==> src/rtl/bus_pkg.sv <==
`default_nettype none
// ============================================================================
// Module      : bus_pkg
// Description : Shared constants for the bus select pipeline: the default
//               upper-byte-immediate opcode, the opcode field position inside
//               the instruction word, and the immediate field widths.
// Revision    : 1.0 - initial release
// ============================================================================
package bus_pkg;

  // Instruction word width carried on the immediate channel
  localparam int INSTR_W = 16;

  // Opcode field position inside the instruction word
  localparam int OP_MSB = 15;
  localparam int OP_LSB = 13;
  localparam int OP_W   = OP_MSB - OP_LSB + 1;

  // Default opcode selecting the upper-byte immediate form
  localparam logic [OP_W-1:0] MVT_OP = 3'b001;

  // Immediate field widths: 8-bit upper-byte immediate, 9-bit signed immediate
  localparam int IMM_HI_W = 8;
  localparam int IMM_SX_W = 9;

  // Extract the opcode field from an instruction word
  function automatic logic [OP_W-1:0] get_opcode(input logic [INSTR_W-1:0] instr);
    return instr[OP_MSB:OP_LSB];
  endfunction

endpackage : bus_pkg
`default_nettype wire

==> src/rtl/imm_format.sv <==
`default_nettype none
// ============================================================================
// Module      : imm_format
// Description : Combinational immediate formatter. The upper-byte opcode
//               places instr[7:0] in the top byte of the result with zeros
//               below; every other opcode sign-extends instr[8:0].
// Revision    : 1.0 - initial release
// ============================================================================
module imm_format
  import bus_pkg::*;
#(
  parameter int              WIDTH  = 16,
  parameter logic [OP_W-1:0] MVT_OP = bus_pkg::MVT_OP
) (
  input  logic [INSTR_W-1:0] instr_i,
  output logic [WIDTH-1:0]   imm_o
);

  logic [OP_W-1:0] w_op;
  logic            w_is_mvt;

  assign w_op     = get_opcode(instr_i);
  assign w_is_mvt = (w_op == MVT_OP);

  // Select between upper-byte placement and 9-bit sign extension
  always_comb begin
    imm_o = '0;
    if (w_is_mvt) begin
      imm_o = {instr_i[IMM_HI_W-1:0], {(WIDTH-IMM_HI_W){1'b0}}};
    end else begin
      imm_o = {{(WIDTH-IMM_SX_W){instr_i[IMM_SX_W-1]}}, instr_i[IMM_SX_W-1:0]};
    end
  end

endmodule : imm_format
`default_nettype wire

==> src/rtl/bus_sel_pipe.sv <==
`default_nettype none
// ============================================================================
// Module      : bus_sel_pipe
// Description : Selects one of NUM_IN data channels, optionally formats the
//               instruction channel as an immediate, and queues the result in
//               a two-entry output/skid register pair with valid/ready
//               handshakes on both sides. in_ready is fully registered so the
//               consumer's out_ready never reaches the producer combinationally.
// Revision    : 1.0 - initial release
// ============================================================================
module bus_sel_pipe
  import bus_pkg::*;
#(
  parameter int              WIDTH   = 16,
  parameter int              NUM_IN  = 11,
  parameter int              IMM_IDX = 8,
  parameter logic [OP_W-1:0] MVT_OP  = bus_pkg::MVT_OP
) (
  input  logic                    clk,
  input  logic                    reset,
  input  logic [NUM_IN*WIDTH-1:0] in_data,
  input  logic [3:0]              sel,
  input  logic                    in_valid,
  output logic                    in_ready,
  output logic [WIDTH-1:0]        out_data,
  output logic                    out_valid,
  input  logic                    out_ready,
  output logic                    sel_err
);

  // --------------------------------------------------------------------------
  // Elaboration-time parameter checks
  // --------------------------------------------------------------------------
  generate
    if (WIDTH < 16) begin : g_bad_width
      $error("bus_sel_pipe: WIDTH must be at least 16");
    end
    if (NUM_IN < 2 || NUM_IN > 16) begin : g_bad_num_in
      $error("bus_sel_pipe: NUM_IN must be in the range 2..16");
    end
    if (IMM_IDX < 0 || IMM_IDX >= NUM_IN) begin : g_bad_imm_idx
      $error("bus_sel_pipe: IMM_IDX must address an existing channel");
    end
  endgenerate

  // --------------------------------------------------------------------------
  // Channel selection and formatting
  // --------------------------------------------------------------------------
  logic               w_sel_ok;
  logic               w_sel_imm;
  logic [WIDTH-1:0]   w_chan;
  logic [INSTR_W-1:0] w_instr;
  logic [WIDTH-1:0]   w_imm;
  logic [WIDTH-1:0]   w_fmt;

  // sel is 4 bits wide, so widen it before comparing with NUM_IN (up to 16)
  assign w_sel_ok  = ({1'b0, sel} < 5'(NUM_IN));
  assign w_sel_imm = (sel == 4'(IMM_IDX));

  // The instruction lives in the low 16 bits of the immediate channel
  assign w_instr = in_data[IMM_IDX*WIDTH +: INSTR_W];

  // Plain channel multiplexer; out-of-range selects fall through to zero
  always_comb begin
    w_chan = '0;
    for (int k = 0; k < NUM_IN; k++) begin
      if (sel == 4'(k)) begin
        w_chan = in_data[k*WIDTH +: WIDTH];
      end
    end
  end

  imm_format #(
    .WIDTH  (WIDTH),
    .MVT_OP (MVT_OP)
  ) u_imm_format (
    .instr_i (w_instr),
    .imm_o   (w_imm)
  );

  // Final beat value: zero for illegal selects, immediate for the instruction
  // channel, raw channel data otherwise
  always_comb begin
    w_fmt = '0;
    if (!w_sel_ok) begin
      w_fmt = '0;
    end else if (w_sel_imm) begin
      w_fmt = w_imm;
    end else begin
      w_fmt = w_chan;
    end
  end

  // --------------------------------------------------------------------------
  // Output register (OR) and skid register (SR)
  // --------------------------------------------------------------------------
  logic             or_valid_q, or_valid_d;
  logic [WIDTH-1:0] or_data_q,  or_data_d;
  logic             sr_valid_q, sr_valid_d;
  logic [WIDTH-1:0] sr_data_q,  sr_data_d;
  logic             in_ready_q;
  logic             sel_err_q;

  logic w_acc;
  logic w_xfer;

  assign w_acc  = in_valid && in_ready_q;
  assign w_xfer = or_valid_q && out_ready;

  // Next-state for the two-entry queue. An accept never coincides with a
  // full skid register because in_ready mirrors the skid register's emptiness.
  always_comb begin
    or_valid_d = or_valid_q;
    or_data_d  = or_data_q;
    sr_valid_d = sr_valid_q;
    sr_data_d  = sr_data_q;
    if (w_xfer) begin
      if (sr_valid_q) begin
        // Oldest waiting beat advances into the output register
        or_data_d  = sr_data_q;
        sr_valid_d = 1'b0;
      end else if (w_acc) begin
        // Drain and refill in the same cycle: out_valid stays high
        or_data_d  = w_fmt;
      end else begin
        or_valid_d = 1'b0;
      end
    end else if (!or_valid_q) begin
      if (w_acc) begin
        or_valid_d = 1'b1;
        or_data_d  = w_fmt;
      end
    end else if (w_acc) begin
      // Output is stalled, so the new beat parks in the skid register
      sr_valid_d = 1'b1;
      sr_data_d  = w_fmt;
    end
  end

  // Register update; in_ready is the registered complement of the next SR state
  always_ff @(posedge clk) begin
    if (reset) begin
      or_valid_q <= 1'b0;
      or_data_q  <= '0;
      sr_valid_q <= 1'b0;
      sr_data_q  <= '0;
      in_ready_q <= 1'b0;
      sel_err_q  <= 1'b0;
    end else begin
      or_valid_q <= or_valid_d;
      or_data_q  <= or_data_d;
      sr_valid_q <= sr_valid_d;
      sr_data_q  <= sr_data_d;
      in_ready_q <= !sr_valid_d;
      sel_err_q  <= w_acc && !w_sel_ok;
    end
  end

  assign in_ready  = in_ready_q;
  assign out_valid = or_valid_q;
  assign out_data  = or_data_q;
  assign sel_err   = sel_err_q;

endmodule : bus_sel_pipe
`default_nettype wire

==> config.mk <==
export PLATFORM = sky130hd
export DESIGN_NAME = bus_sel_pipe
export DESIGN_NICKNAME = d
export VERILOG_FILES = /design/src/rtl/bus_pkg.sv /design/src/rtl/imm_format.sv /design/src/rtl/bus_sel_pipe.sv
export SDC_FILE = /design/constraint.sdc
export NUM_CORES = 1
export LEC_CHECK = 0
export ABC_CLOCK_PERIOD_IN_PS = 1600
export BUFFER_PORTS_ARGS = -buffer_cell sky130_fd_sc_hd__buf_2
export CORE_MARGIN = 10
export CORE_UTILIZATION = 42
export DETAILED_ROUTE_END_ITERATION = 7
export GPL_TIMING_DRIVEN = 0
export MAX_ROUTING_LAYER = met4
export PLACE_DENSITY_LB_ADDON = 0.08
export SLEW_MARGIN = 10
export SYNTH_ARGS = -nofsm -noshare
export SYNTH_HDL_FRONTEND = slang
export SYNTH_HIERARCHICAL = 1
export SYNTH_SLANG_ARGS = --single-unit
==> constraint.sdc <==
create_clock -name clk -period 1.6 [get_ports clk]
set_input_delay 0.08 -clock clk [delete_from_list [all_inputs] [get_ports clk]]
set_output_delay 0.08 -clock clk [all_outputs]
set_load 0.05 [all_outputs]
==> impl_metrics.tcl <==
set metrics [dict create \
    fin_crit_ns 1.56 \
    drcViolationCount 0 \
    ant_nets 0 \
    grt_pass1_vias 5426 \
    dp_slack_ns -0.559 \
    grt_pass1_wl_mm 29.7 \
    hpwlAfterDp_mm 15.9 \
    synth.area.top_cells "dfxtp_1 19%, a21oi_1 8.9%, o21ai_0 7.1%" \
    async_flop_share 0 \
    layout.area.seq_um2 727 \
    root_buffer "clkbuf_8" \
    worstHoldEndpoint "sr_data_q[7]$_SDFFE_PP0P_" \
    yosys.area.top_type "dfxtp_1" \
    crit-reg2reg-launch "in_ready$_SDFF_PP0_" \
    p_seq_frac 0.328 \
    vias 5354 \
    combinationalPowerShare 0.423 \
    vdd_drop_max_v 0.000273 \
    r2r_end "sr_data_q[8]$_SDFFE_PP0P_" \
    required_ns 1.81 \
    syn_area_per_cell_um2 7.26 \
    synth_top_area_share 0.187 \
    cts_sinks 36 \
    die_area_um2 13400 \
    reg2reg_slack_ns 0.08 \
    p_leak_uw 0.00237 \
    clk_path_buf_depth 2 \
    cts-hold-fix-buffers 0 \
    clk_latency_ns 0.31 \
    ys_types 58 \
    cts_tree "done" \
    antenna_found_initial 0 \
    synth_most_common_cell "a21oi_1" \
    first_pass_iters 5 \
    grt_use_total 0.292 \
    maxCapViolCount 0 \
    min_from "in_data[167]" \
    cts.reportedPaths.clkPinSlew_ns 0.09 \
    syn-instance-count 532 \
    ys_seq_area_frac 0.187 \
    ys_ff_latch 36 \
    final_nets 919 \
    grt_max_degree 13 \
    worst-path-max-fanout 10 \
    coreArea_um2 8850 \
    htreeDepth 2 \
    finalHoldViolCount 0 \
    antenna_cells 0 \
    hold_depth 5 \
    setup_viol 0 \
    netlist_area_um2 3860 \
    fillerInstances 895 \
    outcome "finished, final reports clean" \
    cts_buffers 5 \
    r2r_cells 5 \
    cp.arrival_ns 1.77 \
    routed_via_density 6.34 \
    initialDrtViolationCount 509 \
    gp_congestion 0.962 \
    critPathKind "in -> reg" \
    multi_input_area_um2 3030 \
    drv_slew 0 \
    wire_per_inst_um 23.8 \
    grt.overflow.total 0 \
    yosys_warnings 6 \
    fin_crit_sh 0.975 \
    cp-end-kind "flip-flop" \
    sw_frac_of_total 0.394 \
    hold_class "in -> reg" \
    wirelength_mm 20.1 \
    p_sw_uw 1130 \
    crit_path_start "in_data[142]" \
    synth_flop_cell "dfxtp_1" \
    synth_edf_count 0 \
    clkPwrFrac 0.248 \
    initial_utilization 0.437 \
    syn2layout_area_growth_pct 37.2 \
    start_kind "input port" \
    fin_ws_ns 0.0398 \
    p_int_uw 1730 \
    die-width_um 116 \
    slew_headroom 0.587 \
    die_y_um 116 \
    drive_gt1_frac 0.418 \
    port_buffers 195 \
    clock.fmax_mhz 641 \
    synthTopCellsByCount "69 x a21oi_1, 55 x o21ai_0, 54 x nand2_1" \
    skew_ns 0.00530 \
    io_pins 203 \
    finalPower_uw 2860 \
    syn_nets 716 \
    power_density_nw_per_um2 540 \
    worst_slew_pin_slew_ns 0.619 \
    rows 34 \
]
[sequential cells by signal, indices dropped and copies added, names as in the netlist]
signal and flops:
in_ready 1, out_data 16, out_valid 1, sel_err 1, sr_data_q 16, sr_valid_q 1
[power groups by stage]
stage	Clock (uW)	Combinational (uW)	Sequential [uW]
finish	710	1210	939
global route	724	1290	942
CTS	689	1140	938
detailed placement	0	1120	956
global placement	0	1110	955
floorplan	0	581	1020
[metal layers]
metal | GRT usage | vias to the layer above | wire, um
met5 | - | - | 0
met4 | 0.100 | 0 | 495
met3 | 0.0599 | 37 | 1970
met2 | 0.453 | 374 | 9280
met1 | 0.368 | 2505 | 8350
li1 | - | 2438 | -
[worst max-delay path: stages]
cell and delay [ns]:
buf_2 0.11, nor3b_4 0.24, buf_6 0.18, and2b_1 0.24
mux2_4 0.29, o2111ai_2 0.10, nand3_1 0.11, a21o_1 0.17
a32o_1 0.23
[worst max path at each step]
stage,to,slack (ns),depth (start not counted)
after detailed placement,sr_data_q[5]$_SDFFE_PP0P_,-0.56,6
after global routing,out_data[3]$_SDFFE_PP0P_,-0.01,7
after floorplan,sr_data_q[1]$_SDFFE_PP0P_,-0.08,8
after CTS,out_data[3]$_SDFFE_PP0P_,-0.03,7
after global placement,out_data[13]$_SDFFE_PP0P_,-0.59,7
final,sr_data_q[1]$_SDFFE_PP0P_,0.04,9
[final cells by class]
class                           count  share of cell area
Multi-Input combinational cell    440               0.572
Sequential cell                    36               0.137
Inverter                            7             0.00496
Tap cell                          108              0.0255
Timing Repair Buffer              201               0.193
Clock inverter                      3             0.00354
Clock buffer                        5              0.0130
Buffer                             44              0.0508
[cell usage in the layout, fill, tap and decap left out, types with 10 or more instances in the layout]
cell and n:
buf_2 210, a21oi_1 68, o21ai_0 53, nand2_1 50, dfxtp_1 33, o22ai_1 28
nor2_1 22, mux2i_1 21, a22oi_1 15, nor2b_1 12, o21a_1 11, o31ai_1 11
clkbuf_4 10, mux2_2 10, o21ai_1 10
[repair_timing]
item | in CTS | in global routing
setup buffers | 4 | 2
pin swaps | 3 | 1
endpoints found under the setup margin | 33 | 30
resized for setup | 22 | 46
[cells by family (layout without fill, tap and decap cells)]
logic type | after synthesis | in the layout | synth area share
DFF | 36 | 36 | 0.187
muxes | 36 | 36 | 0.105
buffers and inverters | 56 | 260 | 0.0719
AOI/OAI and AO/OA | 261 | 261 | 0.435
and+or+nand+nor | 143 | 143 | 0.202
[metrics by stage]
| step | utilization | instance area, um2 | hold slack, ns | setup TNS, ns | std cells |
|---|---|---|---|---|---|
| finish | 0.599 | 5300 | 0.197 | 0 | 844 |
| global route | 0.599 | 5300 | 0.255 | -0.0178 | 844 |
| CTS | 0.582 | 5150 | 0.203 | -0.131 | 843 |
| detailed placement | 0.564 | 4990 | 0.439 | -14.25 | 835 |
| global placement | 0.564 | 4990 | 0.434 | -14.17 | 835 |
| floorplan | - | 3880 | 0.380 | -0.0972 | 532 |
(Power assumes the default switching activity.)
